===== src/rtl/tx_sequencer_if.sv =====
`default_nettype none
// ---------------------------------------------------------------------------
// tx_sequencer_if : payload-bit valid/ready handshake from the bit source. Rev 1.0
// ---------------------------------------------------------------------------
interface tx_sequencer_if;
  logic data_in;
  logic data_valid;
  logic data_ready;

  modport master (output data_in, output data_valid, input data_ready);
  modport slave  (input data_in, input data_valid, output data_ready);
endinterface
`default_nettype wire


===== src/rtl/tx_sequencer.sv =====
`default_nettype none
// ---------------------------------------------------------------------------
// tx_sequencer : QPSK symbol-rate controller (preamble, data, underrun stuffing, flush). Rev 1.0
// ---------------------------------------------------------------------------
module tx_sequencer #(
  parameter int UPSAMPLE     = 4,
  parameter int NCOEF        = 24,
  parameter int PREAMBLE_LEN = 16,
  parameter int FLUSH_LEN    = NCOEF / UPSAMPLE,
  parameter int UCNT_NBITS   = 16
) (
  input  logic                        clk,
  input  logic                        rst_n,
  input  logic                        enable_i,
  tx_sequencer_if.slave               src,
  output logic                        sym_bit_o,
  output logic                        sym_strobe_o,
  output logic [$clog2(UPSAMPLE)-1:0] phase_o,
  output logic                        filter_en_o,
  output logic                        busy_o,
  output logic                        underrun_o,
  output logic [UCNT_NBITS-1:0]       underrun_cnt_o
);

  localparam int PHASE_W = $clog2(UPSAMPLE);
  localparam int MAX_LEN = (PREAMBLE_LEN > FLUSH_LEN) ? PREAMBLE_LEN : FLUSH_LEN;
  localparam int CNT_W   = $clog2(MAX_LEN) + 1;

  localparam logic [PHASE_W-1:0]    PH_LAST    = PHASE_W'(UPSAMPLE - 1);
  localparam logic [CNT_W-1:0]      PRE_LAST   = CNT_W'(PREAMBLE_LEN - 1);
  localparam logic [CNT_W-1:0]      FLUSH_LAST = CNT_W'(FLUSH_LEN - 1);
  localparam logic [UCNT_NBITS-1:0] UCNT_MAX   = '1;

  typedef enum logic [1:0] {
    S_IDLE     = 2'd0,
    S_PREAMBLE = 2'd1,
    S_DATA     = 2'd2,
    S_FLUSH    = 2'd3
  } state_e;

  state_e                  state_q,     state_d;
  logic [PHASE_W-1:0]      phase_q,     phase_d;
  logic [CNT_W-1:0]        sym_cnt_q,   sym_cnt_d;
  logic                    sym_bit_q,   sym_bit_d;
  logic                    strobe_q,    strobe_d;
  logic                    filter_en_q, filter_en_d;
  logic                    underrun_q,  underrun_d;
  logic [UCNT_NBITS-1:0]   ucnt_q,      ucnt_d;

  logic busy;
  logic boundary;
  logic data_slot;
  logic ready;

  // The last preamble boundary already fetches the first payload bit.
  always_comb begin
    busy      = (state_q != S_IDLE);
    boundary  = busy && (phase_q == PH_LAST);
    data_slot = (state_q == S_DATA) ||
                ((state_q == S_PREAMBLE) && (sym_cnt_q == PRE_LAST));
    ready     = enable_i && boundary && data_slot;
  end

  assign src.data_ready = ready;

  always_comb begin
    state_d     = state_q;
    phase_d     = busy ? phase_q + 1'b1 : '0;
    sym_cnt_d   = sym_cnt_q;
    sym_bit_d   = sym_bit_q;
    strobe_d    = boundary;
    filter_en_d = busy;
    underrun_d  = 1'b0;
    ucnt_d      = ucnt_q;

    if (ready) begin
      if (src.data_valid) begin
        sym_bit_d = src.data_in;
      end else begin
        sym_bit_d  = 1'b0;
        underrun_d = 1'b1;
        if (ucnt_q != UCNT_MAX) begin
          ucnt_d = ucnt_q + 1'b1;
        end
      end
    end

    case (state_q)
      S_IDLE: begin
        sym_bit_d = 1'b0;
        if (enable_i) begin
          state_d     = S_PREAMBLE;
          sym_cnt_d   = '0;
          sym_bit_d   = 1'b1;
          strobe_d    = 1'b1;
          filter_en_d = 1'b1;
          ucnt_d      = '0;
        end
      end
      S_PREAMBLE: begin
        if (boundary) begin
          if (sym_cnt_q == PRE_LAST) begin
            sym_cnt_d = '0;
            if (enable_i) begin
              state_d = S_DATA;
            end else begin
              state_d   = S_FLUSH;
              sym_bit_d = 1'b0;
            end
          end else begin
            // Next symbol index is odd exactly when the current one is even.
            sym_cnt_d = sym_cnt_q + 1'b1;
            sym_bit_d = sym_cnt_q[0];
          end
        end
      end
      S_DATA: begin
        if (boundary && !enable_i) begin
          state_d   = S_FLUSH;
          sym_cnt_d = '0;
          sym_bit_d = 1'b0;
        end
      end
      S_FLUSH: begin
        if (boundary) begin
          if (sym_cnt_q == FLUSH_LAST) begin
            state_d     = S_IDLE;
            sym_cnt_d   = '0;
            sym_bit_d   = 1'b0;
            strobe_d    = 1'b0;
            filter_en_d = 1'b0;
          end else begin
            sym_cnt_d = sym_cnt_q + 1'b1;
          end
        end
      end
      default: begin
        state_d = S_IDLE;
      end
    endcase
  end

  always_ff @(posedge clk or negedge rst_n) begin
    if (!rst_n) begin
      state_q     <= S_IDLE;
      phase_q     <= '0;
      sym_cnt_q   <= '0;
      sym_bit_q   <= 1'b0;
      strobe_q    <= 1'b0;
      filter_en_q <= 1'b0;
      underrun_q  <= 1'b0;
      ucnt_q      <= '0;
    end else begin
      state_q     <= state_d;
      phase_q     <= phase_d;
      sym_cnt_q   <= sym_cnt_d;
      sym_bit_q   <= sym_bit_d;
      strobe_q    <= strobe_d;
      filter_en_q <= filter_en_d;
      underrun_q  <= underrun_d;
      ucnt_q      <= ucnt_d;
    end
  end

  assign sym_bit_o      = sym_bit_q;
  assign sym_strobe_o   = strobe_q;
  assign phase_o        = phase_q;
  assign filter_en_o    = filter_en_q;
  assign busy_o         = busy;
  assign underrun_o     = underrun_q;
  assign underrun_cnt_o = ucnt_q;

endmodule
`default_nettype wire


===== src/flat_wrapper.sv =====
// flat-port wrapper written by rule: the top's interface ports become plain ports
module tx_sequencer_flat 
#(
  parameter int UPSAMPLE     = 4,
  parameter int NCOEF        = 24,
  parameter int PREAMBLE_LEN = 16,
  parameter int FLUSH_LEN    = NCOEF / UPSAMPLE,
  parameter int UCNT_NBITS   = 16
)
  (clk, rst_n, enable_i, sym_bit_o, sym_strobe_o, phase_o, filter_en_o, busy_o, underrun_o, underrun_cnt_o, src_data_in, src_data_valid, src_data_ready);
  tx_sequencer_if src_i ();
  input  logic clk;
  input  logic rst_n;
  input  logic enable_i;
  output logic sym_bit_o;
  output logic sym_strobe_o;
  output logic [$clog2(UPSAMPLE)-1:0] phase_o;
  output logic filter_en_o;
  output logic busy_o;
  output logic underrun_o;
  output logic [UCNT_NBITS-1:0] underrun_cnt_o;
  input wire logic [$bits(src_i.data_in)-1:0] src_data_in;
  input wire logic [$bits(src_i.data_valid)-1:0] src_data_valid;
  output wire logic [$bits(src_i.data_ready)-1:0] src_data_ready;
  assign src_i.data_in = src_data_in;
  assign src_i.data_valid = src_data_valid;
  assign src_data_ready = src_i.data_ready;
  tx_sequencer #(.UPSAMPLE(UPSAMPLE), .NCOEF(NCOEF), .PREAMBLE_LEN(PREAMBLE_LEN), .FLUSH_LEN(FLUSH_LEN), .UCNT_NBITS(UCNT_NBITS)) u_core (.clk(clk), .rst_n(rst_n), .enable_i(enable_i), .src(src_i), .sym_bit_o(sym_bit_o), .sym_strobe_o(sym_strobe_o), .phase_o(phase_o), .filter_en_o(filter_en_o), .busy_o(busy_o), .underrun_o(underrun_o), .underrun_cnt_o(underrun_cnt_o));
endmodule

===== config.mk =====
export PLATFORM = sky130hd
export DESIGN_NAME = tx_sequencer_flat
export DESIGN_NICKNAME = d
export VERILOG_FILES = /design/src/rtl/tx_sequencer_if.sv /design/src/rtl/tx_sequencer.sv /design/src/flat_wrapper.sv
export SDC_FILE = /design/constraint.sdc
export NUM_CORES = 1
export LEC_CHECK = 0
export CAP_MARGIN = 10
export CORE_MARGIN = 1
export CORE_UTILIZATION = 50
export CTS_BUF_LIST = sky130_fd_sc_hd__clkbuf_16
export DETAILED_ROUTE_END_ITERATION = 12
export GPL_ROUTABILITY_DRIVEN = 0
export PLACE_DENSITY = 0.75
export SLEW_MARGIN = 40
export SYNTH_ARGS = -nofsm -noshare
export SYNTH_HDL_FRONTEND = slang
export SYNTH_SLANG_ARGS = --single-unit

===== constraint.sdc =====
create_clock -name clk -period 2.9 [get_ports clk]
set_clock_uncertainty 0.2 [all_clocks]
set_input_delay 0.58 -clock clk [delete_from_list [all_inputs] [get_ports clk]]
set_output_delay 0.58 -clock clk [all_outputs]
set_load 0.1 [all_outputs]

Word-level counts from Yosys, hierarchy flattened --
Cells that the tools add are included.
Word-level totals: flip-flop bits (word level) 29, bits of input ports 5, output and inout bits 24, logic and storage cells 76
Cells by class: add/sub/neg operators 3, equal/unequal tests 13, mux-type cells 41, reduce and logical (&&, ||, !) cells 11
Operator list (number):
- $mux 16 | 5
- $mux 5 | 6
- $pmux 5 s4 | 1
- $mux 1 | 18
- $add 16x1->16 const B | 1
- $ne 16x16->1 const B | 1
- $mux 2 | 7
- $pmux 2 s4 | 1
- $eq 2x2->1 const B | 3
- $ne 2x1->1 const B | 3
- $ne 2x2->1 const B | 3
- $reduce_and 6->1 | 1
- $add 5x1->5 const B | 1
- $eq 5x3->1 const B | 1
- $eq 5x4->1 const B | 1
- $logic_and 1x1->1 | 5
- $pmux 1 s2 | 2
- $pmux 1 s4 | 1
- $reduce_and 4->1 | 1
- $add 2x1->2 const B | 1
- $eq 2x1->1 const B | 1
- $logic_not 2->1 | 1
- $reduce_bool 2->1 | 1
- $logic_not 1->1 | 1
- $logic_or 1x1->1 | 1

Longest topological paths before layout --
Gate-level depths: netlist of the first run.
word-level depth 9, gate-level depth with buffers 9, mapped depth without buffers 8

Worst setup path after synthesis of the first run --
Ideal clock, no wire load.
kind reg-to-reg, start register u_core.phase_q[0], in the netlist u_core.phase_o[0], end register u_core.sym_bit_q, in the netlist u_core.sym_bit_o, setup time 0.087 ns, arrival time 4.076 ns, data required time 2.613 ns, slack -1.463 ns, stages on the path, launching flop included 7, path buffers 0, period minus slack after synthesis 4.363 ns, cells stage by stage dfrtp_1 -> ha_1 -> nand2b_1 -> nor3_1 -> and3_1 -> o22ai_1 -> a22oi_1
Between the ends: longest elaborated chain between the ends 9, elaborated cells on any way between the ends 13, classes of those cells eq/ne (1); mux (8); reduce/logical (4)
RTL lines:
- start, declared | line tx_sequencer.sv:42 | logic [PHASE_W-1:0] phase_q, phase_d;
- start signal, assigned | line tx_sequencer.sv:155 | phase_q <= phase_d;
- $eq 2x2->1 * | line tx_sequencer.sv:58 | boundary = busy && (phase_q == PH_LAST);
- $logic_and 1x1->1 * | line tx_sequencer.sv:58
- $logic_and 1x1->1 * (2 in a row) | line tx_sequencer.sv:61 | ready = enable_i && boundary && data_slot;
- net src_data_ready | line flat_wrapper.sv:24 | output wire logic [$bits(src_i.data_ready)-1:0] src_data_ready;
- $mux 1 * | line tx_sequencer.sv:76 | if (ready) begin
- $mux 1 | line tx_sequencer.sv:104 | if (enable_i) begin
- $mux 1 | line tx_sequencer.sv:102 | if (sym_cnt_q == PRE_LAST) begin
- $mux 1 | line tx_sequencer.sv:101 | if (boundary) begin
- $pmux 1 s4 * | line tx_sequencer.sv:88 | case (state_q)
- net u_core.sym_bit_d | line tx_sequencer.sv:44 | logic sym_bit_q, sym_bit_d;
- end signal, assigned | line tx_sequencer.sv:157 | sym_bit_q <= sym_bit_d;
- end, declared | line tx_sequencer.sv:44
Mark *: on every way through the listed nets, which the timed path passes. The rest lies on a longest branch. A chain may end at the register's enable or synchronous reset.

Final worst setup path of the first run --
start register u_core.sym_cnt_q[0], end output port src_data_ready
Between the ends: longest elaborated chain between the ends 4
RTL lines:
- start, declared | line tx_sequencer.sv:43 | logic [CNT_W-1:0] sym_cnt_q, sym_cnt_d;
- start signal, assigned | line tx_sequencer.sv:156 | sym_cnt_q <= sym_cnt_d;
- $eq 5x4->1 | line tx_sequencer.sv:60 | ((state_q == S_PREAMBLE) && (sym_cnt_q == PRE_LAST));
- $logic_and 1x1->1 | line tx_sequencer.sv:60
- $logic_or 1x1->1 | line tx_sequencer.sv:59 | data_slot = (state_q == S_DATA) ||
- $logic_and 1x1->1 | line tx_sequencer.sv:61
- end, declared | line flat_wrapper.sv:24
Every way passes these cells.

==> flow_summary.json, run 1 <==
{
  "relSlewSlack": 0.661,
  "synth_compound_area_frac": 0.175,
  "syn_to_final_growth_pct": 25.8,
  "hold_buffers": 0,
  "cts_buffers": 5,
  "pwr-share-seq": 0.446,
  "die-height_um": 60.1,
  "critPathBufInv": 2,
  "timing.fmax_mhz": 364,
  "drc": 0,
  "post_synth_fa_ha_maj_area_fraction": 0.0814,
  "grt_pass1_vias": 1467,
  "required_ns": 2.12,
  "clk_latency_ns": 0.27,
  "ys.flop_type": "dfrtp_1",
  "cts.sinks": 29,
  "yosysWarnings": 0,
  "most-common-layout-cells": "buf_4 (26), dfrtp_1 (25), nand2_1 (16)",
  "synth_area_per_cell_um2": 9.44,
  "clock_power_share": 0.535,
  "reg2reg_slack_ns": 0.32,
  "crit_path_frequent_cell": "ha_1",
  "start_util": 0.540,
  "cts_setup_buffers": 0,
  "fin_util": 0.680,
  "synth_nets": 195,
  "p_leak_nw": 0.943,
  "cp_cell_sequence": "ha_1 -> and3_1 -> ha_1 -> a21oi_1 -> buf_4 -> nor3_4 -> buf_12",
  "peakVddDrop_mv": 0.306,
  "routed_wl_mm": 3.97,
  "setup_violations": 0,
  "async_flop_share": 1.00,
  "die_x_um": 60.1,
  "critPathTopFamily": "flip-flops",
  "p_per_area_nw_per_um2": 427,
  "ant_nets": 0,
  "first_pass_iters": 4,
  "synth_seq_cells": 29,
  "fin_crit_sh": 0.946,
  "wire_per_inst_um": 15.5,
  "post-route-min-period_ns": 2.74,
  "p_sw_mw": 0.186,
  "worstSetupPathType": "register to output pin",
  "synth_top_family_by_area": "simple AND/OR/NAND/NOR gates",
  "synthSimpleGateAreaFrac": 0.207,
  "clkTransAtPathRegs_ns": 0.05,
  "grt.overflow.total": 0,
  "diodes": 0,
  "h-tree-depth": 2,
  "synth_mux_area_frac": 0.0600,
  "synth_cell_types": 40,
  "fin_nets": 228,
  "dr_total_vias": 1482,
  "ctsResizeCount": 0,
  "synth_edf_count": 0,
  "ios": 29,
  "status": "completed",
  "rsz0062_at_grt": "false",
  "hold_path.class": "register to register",
  "tightestPinTransition_ns": 0.503,
  "antenna_found_initial": 0,
  "hold_viol_final": 0,
  "cp.arrival_ns": 1.96,
  "gr-usage-all-layers": 0.248,
  "synth_seq_area_share": 0.429,
  "drive_gt1_frac": 0.207,
  "endpoint_kind": "output pin",
  "core.rowCount": 20,
  "core_um2": 3130,
  "vias_per_cell": 5.77,
  "crit_fanout": 5,
  "io_buffers": 28,
  "grt_pass1_wl_mm": 6.59,
  "totalNegativeSetupSlack_ns": 0,
  "syn_inst": 179,
  "dp_hpwl_mm": 2.90,
  "die-area_um2": 3620,
  "slew_viol_final": 0,
  "critPathLaunchType": "register",
  "cts.path.max_buffers": 2,
  "combinationalPowerShare": 0.019,
  "crit_path_max_incr_delay_ns": 0.43,
  "ctsRootBufferMaster": "clkbuf_16",
  "p_int_mw": 0.722,
  "cpMaxStageDelayCell": "dfrtp_1",
  "drt_iter0_drc": 114,
  "grt_max_degree": 30,
  "layout_commonest_cell": "buf_4",
  "swShare": 0.205,
  "synth_xor_area_frac": 0.00518,
  "synth_area_um2": 1690,
  "drv_cap": 0,
  "tritoncts": "yes"
}
==> final cells by class <==
type                       count  area (um^2)
clock buffer                   5          125
clock inverter                 3         13.8
fill                         256         1000
inverter                      11         41.3
multi-input combinational    134          905
sequential                    29          731
tap                           44         55.1
timing repair buffer          31          255
==> layer usage <==
layer	GRT usage	vias to the layer above	routed length [um]
li1	-	725	-
met1	0.275	709	1630
met2	0.455	41	2130
met3	0.0541	7	143
met4	0.0963	0	66
met5	0	-	0
==> power groups by stage <==
stage | combinational [mW] | clock (mW) | sequential (mW)
floorplan | 0.00176 | 0 | 0.412
global placement | 0.0175 | 0 | 0.412
detailed placement | 0.0180 | 0 | 0.412
CTS | 0.0181 | 0.493 | 0.405
global route | 0.0199 | 0.511 | 0.405
finish | 0.0174 | 0.486 | 0.405
==> Yosys cell counts (5+ instances only) <==
library cell / count / share of area
inv_1: 11 / 0.024
mux2i_1: 9 / 0.053
o22ai_1: 5 / 0.019
nand2_1: 16 / 0.036
a21oi_1: 9 / 0.027
nor2_1: 12 / 0.027
ha_1: 11 / 0.081
dfrtp_1: 29 / 0.43
o21ai_0: 11 / 0.033
nand3_1: 9 / 0.027
nor2b_1: 5 / 0.019
==> worst paths after layout <==
path / start / end / cells after the start
hold reg to reg: u_core.phase_o[0]$_DFF_PN0_ / u_core.phase_o[0]$_DFF_PN0_ / 1
min in group asynchronous: rst_n / u_core.underrun_cnt_o[7]$_DFF_PN0_ / 2
hold / removal: u_core.phase_o[0]$_DFF_PN0_ / u_core.phase_o[0]$_DFF_PN0_ / 1
max in group asynchronous: rst_n / u_core.phase_o[0]$_DFF_PN0_ / 2
setup reg to reg: u_core.sym_cnt_q[0]$_DFFE_PN0P_ / u_core.underrun_cnt_o[11]$_DFF_PN0_ / 9
setup / recovery: u_core.sym_cnt_q[0]$_DFFE_PN0P_ / src_data_ready / 7
==> kinds of logic after synthesis <==
kind of cell | after synthesis
adder cells (fa/ha/maj) | 11
flip-flops | 29
buffers and inverters | 16
AO/OA/AOI/OAI | 46
AND/OR/NAND/NOR | 66
multiplexers | 10
XOR/XNOR | 1
==> metrics by stage <==
| step | power (mW) | instances | hold WS (ns) | cell area (um^2) | worst slack (ns) |
|---|---|---|---|---|---|
| 2_1_floorplan | 0.414 | 179 | 0.0844 | 1710 | 0.101 |
| 3_3_place_gp | 0.430 | 249 | 0.233 | 1990 | 0.354 |
| 3_5_place_dp | 0.430 | 249 | 0.239 | 1990 | 0.216 |
| 4_1_cts | 0.916 | 257 | 0.246 | 2130 | 0.160 |
| 5_1_grt | 0.936 | 257 | 0.272 | 2130 | 0.0241 |
| 6_report | 0.908 | 257 | 0.242 | 2130 | 0.156 |
==> flip-flops by register name (all words and copies together) (netlist names) <==
signal and flops:
u_core.underrun_cnt_o 16, u_core.sym_cnt_q 5, u_core.phase_o 2, u_core.state_q 2, u_core.filter_en_o 1, u_core.sym_bit_o 1, u_core.sym_strobe_o 1, u_core.underrun_o 1
No activity file was read; power rests on OpenSTA's default activity.
==> run 2, diff against run 1 <==
--- a/config.mk
+++ b/config.mk
@@ -10,7 +10,6 @@
 export CORE_UTILIZATION = 50
 export CTS_BUF_LIST = sky130_fd_sc_hd__clkbuf_16
 export DETAILED_ROUTE_END_ITERATION = 12
-export GPL_ROUTABILITY_DRIVEN = 0
 export PLACE_DENSITY = 0.75
 export SLEW_MARGIN = 40
 export SYNTH_ARGS = -nofsm -noshare
==> constraint.sdc (replaced) <==
create_clock -name clk -period 3.09 [get_ports clk]
set_clock_uncertainty 0.2 [all_clocks]
set_input_delay 0.618 -clock clk [delete_from_list [all_inputs] [get_ports clk]]
set_output_delay 0.618 -clock clk [all_outputs]
set_load 0.1 [all_outputs]
==> run 2 against run 1 <==
Against the previous run:
- wire length shrank 5.3%
- sequential share of layout area is essentially flat
- final area shrank 0.65%
- global-route usage shrank 0.42 points
- sequential power shrank 5.9%
- via count shrank 0.74%
- critical path depth shrank 1
- worst setup slack gained 0.049 ns
- combinational power shrank 6%
==> flow_summary.json, run 2 (same netlist as run 1, synthesis figures left out) <==
{
  "status": "completed",
  "relSlewSlack": 0.660,
  "pwr-share-seq": 0.449,
  "layout_commonest_cell": "dfrtp_1",
  "clock_power_share": 0.532,
  "worstSetupPathType": "register to output pin",
  "largest_register_ffs": 16,
  "first_pass_iters": 4,
  "gr-usage-all-layers": 0.244,
  "critPathLaunchType": "register",
  "grt_max_degree": 30,
  "core_um2": 3130,
  "cts_setup_buffers": 0,
  "cp-endpoint": "src_data_ready",
  "grt_pass1_wl_mm": 6.40,
  "setup_violations": 0,
  "reg2regPathDepth": 8,
  "dpl_worst_slack_ns": 0.413,
  "ctsRootBufferMaster": "clkbuf_16",
  "swShare": 0.202,
  "hold_path.class": "register to register",
  "slew_viol_final": 0,
  "grt_pass1_vias": 1396,
  "required_ns": 2.27,
  "syn_to_final_growth_pct": 24.9,
  "die_x_um": 60.1,
  "whs_ns": 0.264,
  "antenna_found_initial": 0,
  "combinationalPowerShare": 0.019,
  "h-tree-depth": 2,
  "drv_cap": 0,
  "tritoncts": "yes",
  "crit_fanout": 5,
  "ios": 29,
  "post-route-min-period_ns": 2.89,
  "grt.overflow.total": 0,
  "wire_per_inst_um": 14.7,
  "vias_per_cell": 5.75,
  "cts.path.max_buffers": 2,
  "drc": 0,
  "p_leak_nw": 0.938,
  "start_util": 0.540,
  "cts_buffers": 5,
  "dr_total_vias": 1471,
  "core.rowCount": 20,
  "reg2reg_to": "u_core.underrun_cnt_o[3]$_DFF_PN0_",
  "worst_slack_ns": 0.204,
  "io_buffers": 28,
  "fin_crit_sh": 0.934,
  "reg2reg_from": "u_core.sym_cnt_q[0]$_DFFE_PN0P_",
  "p_per_area_nw_per_um2": 401,
  "hold_buffers": 0,
  "clk_latency_ns": 0.27,
  "routed_wl_mm": 3.76,
  "reg2reg_slack_ns": 0.53,
  "drive_gt1_frac": 0.179,
  "cp.arrival_ns": 2.07,
  "peakVddDrop_mv": 0.298,
  "die-height_um": 60.1,
  "endpoint_kind": "output pin",
  "ant_nets": 0,
  "rsz0062_at_grt": "false",
  "crit_start": "u_core.sym_cnt_q[0]$_DFFE_PN0P_",
  "totalNegativeSetupSlack_ns": 0,
  "p_sw_mw": 0.171,
  "tightestPinTransition_ns": 0.506,
  "fillers": 275,
  "hold_viol_final": 0,
  "die-area_um2": 3620,
  "ctsResizeCount": 0,
  "cts.sinks": 29,
  "timing.fmax_mhz": 347,
  "clkTransAtPathRegs_ns": 0.05,
  "most-common-layout-cells": "dfrtp_1 (29), buf_4 (25), nand2_1 (16)",
  "gp_congestion": 0.873,
  "dp_hpwl_mm": 2.68,
  "drt_iter0_drc": 84,
  "p_int_mw": 0.676,
  "fin_nets": 227,
  "diodes": 0
}
[run 2: layout make-up]
class / count / area (um^2) / area share
clock inverter: 3 / 12.5 / 0.00592
inverter: 11 / 41.3 / 0.0195
multi-input combinational: 134 / 905 / 0.428
clock buffer: 5 / 125 / 0.0592
timing repair buffer: 30 / 248 / 0.117
sequential: 29 / 726 / 0.344
tap: 44 / 55.1 / 0.0261
[run 2: power by group through the flow]
| stage | Combinational (mW) | Sequential [mW] | Clock [mW] |
|---|---|---|---|
| 2_1_floorplan | 0.00160 | 0.387 | 0 |
| 3_3_place_gp | 0.0165 | 0.387 | 0 |
| 3_5_place_dp | 0.0169 | 0.387 | 0 |
| 4_1_cts | 0.0170 | 0.380 | 0.459 |
| 5_1_grt | 0.0186 | 0.380 | 0.482 |
| 6_report | 0.0163 | 0.381 | 0.451 |
[run 2: worst max-delay path, cell delays in order (launching register included)]
cell and delay (ns):
dfrtp_1 0.43, ha_1 0.24, and3_1 0.20, ha_1 0.21, a21oi_1 0.43, nor3_4 0.09, buf_12 0.19
[run 2: per-layer routing]
layer,vias up,GRT usage,share of wire
met4,0,0.0864,0.0032
li1,724,-,-
met5,-,0,0
met1,704,0.325,0.47
met3,2,0.0736,0.048
met2,41,0.374,0.48
[run 2: how the worst min path moves through the flow]
stage / slack [ns] / depth (start not counted) / to / from
after floorplan: 0.12 / 0 / u_core.filter_en_o$_DFF_PN0_ / rst_n
after global placement: 0.26 / 1 / u_core.phase_o[0]$_DFF_PN0_ / u_core.phase_o[0]$_DFF_PN0_
after detailed placement: 0.26 / 1 / u_core.phase_o[0]$_DFF_PN0_ / u_core.phase_o[0]$_DFF_PN0_
after CTS: 0.27 / 1 / u_core.phase_o[0]$_DFF_PN0_ / u_core.phase_o[0]$_DFF_PN0_
after global routing: 0.28 / 1 / u_core.phase_o[0]$_DFF_PN0_ / u_core.phase_o[0]$_DFF_PN0_
final: 0.26 / 1 / u_core.phase_o[0]$_DFF_PN0_ / u_core.phase_o[0]$_DFF_PN0_
[run 2: stage by stage]
stage	total power, mW	instance area [um^2]	cells	util
final	0.848	2110	256	0.675
after global routing	0.881	2110	256	0.675
after CTS	0.857	2110	256	0.675
after detailed placement	0.404	1970	248	0.631
after global placement	0.403	1970	248	0.631
after floorplan	0.388	1700	179	-
==> run 3, diff against run 2 <==
--- a/config.mk
+++ b/config.mk
@@ -5,7 +5,7 @@
 export SDC_FILE = /design/constraint.sdc
 export NUM_CORES = 1
 export LEC_CHECK = 0
-export CAP_MARGIN = 10
+export CAP_MARGIN = 20
 export CORE_MARGIN = 1
 export CORE_UTILIZATION = 50
 export CTS_BUF_LIST = sky130_fd_sc_hd__clkbuf_16
==> constraint.sdc (replaced) <==
create_clock -name clk -period 3.09 [get_ports clk]
set_clock_uncertainty 0.2 [all_clocks]
set_input_delay 0.618 -clock clk [delete_from_list [all_inputs] [get_ports clk]]
set_output_delay 0.618 -clock clk [all_outputs]
set_load 0.02 [all_outputs]
==> run 3 against run 2 <==
Against the previous run:
- combinational power increased by 10%
- final area rose by 3.3%
- power is essentially flat
- die area unchanged
- non-clock buffer count is 4 higher
- utilization grew 2.2 points
- global-route usage is 0.51 points lower
- via count rose by 2.4%
- critical path depth unchanged
- critical endpoint unchanged
- largest cell class unchanged
- largest power group unchanged
==> flow_summary.json, run 3 (same netlist as run 1, synthesis figures left out) <==
{
  "finalNonFillerCells": 260,
  "setup_violations": 0,
  "syn_to_final_growth_pct": 29.0,
  "hold_path.class": "register to register",
  "multi_input_area_um2": 897,
  "cts_setup_buffers": 0,
  "grt_max_degree": 30,
  "p_leak_nw": 0.915,
  "diodes": 0,
  "die_x_um": 60.1,
  "final_cell_area_um2": 2180,
  "worstSetupPathType": "register to output pin",
  "wire_per_inst_um": 14.7,
  "slew_viol_final": 0,
  "drive_gt1_frac": 0.0833,
  "critPathLaunchType": "register",
  "reg2reg_slack_ns": 0.57,
  "first_pass_iters": 4,
  "die-height_um": 60.1,
  "grt_pass1_vias": 1405,
  "tightestPinTransition_ns": 0.594,
  "dr_total_vias": 1506,
  "required_ns": 2.27,
  "grt_pass1_wl_mm": 6.38,
  "antenna_found_initial": 0,
  "drt_iter0_drc": 115,
  "seqCellArea_um2": 726,
  "die-area_um2": 3620,
  "hold_viol_final": 0,
  "status": "completed",
  "clk_latency_ns": 0.27,
  "core_um2": 3130,
  "peakVddDrop_mv": 0.247,
  "timing.fmax_mhz": 347,
  "clkTransAtPathRegs_ns": 0.05,
  "p_per_area_nw_per_um2": 389,
  "io_buffers": 28,
  "post-route-min-period_ns": 2.88,
  "routed_wl_mm": 3.82,
  "place_area_um2": 2040,
  "start_util": 0.540,
  "whs_ns": 0.259,
  "totalNegativeSetupSlack_ns": 0,
  "ios": 29,
  "relSlewSlack": 0.600,
  "place_inst": 252,
  "cts_buffers": 5,
  "cp.arrival_ns": 2.06,
  "fin_total_pwr_mw": 0.849,
  "ant_nets": 0,
  "endpoint_kind": "output pin",
  "rsz0062_at_grt": "false",
  "h-tree-depth": 2,
  "grt.overflow.total": 0,
  "layout_commonest_cell": "dfrtp_1",
  "fin_crit_sh": 0.932,
  "tritoncts": "yes",
  "gr-usage-all-layers": 0.239,
  "cts.sinks": 29,
  "fillers": 253,
  "largest_register_ffs": 16,
  "vias_per_cell": 5.79,
  "dp_hpwl_mm": 2.75,
  "crit_fanout": 5,
  "fin_nets": 231,
  "ctsRootBufferMaster": "clkbuf_16",
  "drc": 0,
  "gp_congestion": 0.871,
  "most-common-layout-cells": "dfrtp_1 (29), clkdlybuf4s50_1 (27), nand2_1 (16)",
  "core.rowCount": 20,
  "cts.path.max_buffers": 2,
  "drv_cap": 0
}
==> run 3: changes by cell type in the layout (fill, tap and decap cells not counted) <==
| cell | before | now |
|---|---|---|
| nor3_1 | 1 | 2 |
| dlygate4sd2_1 | 0 | 1 |
| a21oi_1 | 9 | 8 |
| buf_12 | 1 | 0 |
| buf_4 | 25 | 6 |
| nor3_4 | 1 | 0 |
| a21oi_2 | 0 | 1 |
| clkdlybuf4s50_1 | 4 | 27 |
==> run 3: critical path: stages, from the launching register on <==
cell	delay (ns)
dfrtp_1	0.43
ha_1	0.24
and3_1	0.20
ha_1	0.22
a21oi_2	0.25
nor3_1	0.11
dlygate4sd2_1	0.33
==> run 3: final cells by class <==
class | count | area share
multi-input cells | 134 | 0.411
flip-flops and latches | 29 | 0.333
repair buffers | 34 | 0.149
clock buffers | 5 | 0.0574
well taps | 44 | 0.0252
inverters | 11 | 0.0189
clock inverters | 3 | 0.00574
==> run 3: final timing paths <==
| path | to | startpoint | cells past startpoint |
|---|---|---|---|
| max in group asynchronous | u_core.underrun_cnt_o[8]$_DFF_PN0_ | rst_n | 2 |
| min in group asynchronous | u_core.sym_cnt_q[3]$_DFFE_PN0P_ | rst_n | 2 |
| worst min-delay path | u_core.phase_o[0]$_DFF_PN0_ | u_core.phase_o[0]$_DFF_PN0_ | 1 |
| worst max-delay path | src_data_ready | u_core.sym_cnt_q[0]$_DFFE_PN0P_ | 6 |
| worst min register to register | u_core.phase_o[0]$_DFF_PN0_ | u_core.phase_o[0]$_DFF_PN0_ | 1 |
| worst max register to register | u_core.underrun_cnt_o[11]$_DFF_PN0_ | u_core.state_q[0]$_DFFE_PN0P_ | 8 |
==> run 3: layer usage <==
layer	wire [um]	GRT usage	vias up
met4	37	0.116	0
met3	169	0.0390	4
met5	0	0	-
met2	1840	0.378	45
li1	-	-	733
met1	1770	0.315	724
==> run 3: metrics by stage <==
step | utilization | setup slack, ns
after detailed placement | 0.652 | 0.155
after CTS | 0.697 | 0.206
after global placement | 0.652 | 0.184
after global routing | 0.697 | 0.0560
final | 0.697 | 0.209
after floorplan | - | 0.667
==> run 3: power breakdown <==
part | leakage [nW] | switching [mW] | internal [mW]
combinational | 0.481 | 0.0105 | 0.00744
sequential | 0.365 | 0 | 0.381
clock | 0.0687 | 0.160 | 0.290
total | 0.915 | 0.171 | 0.678
==> run 3: timing repair <==
item                       4_1_cts  5_1_grt
hold buffers                     0        0
setup endpoints to repair        1        0
resized for setup                2        0
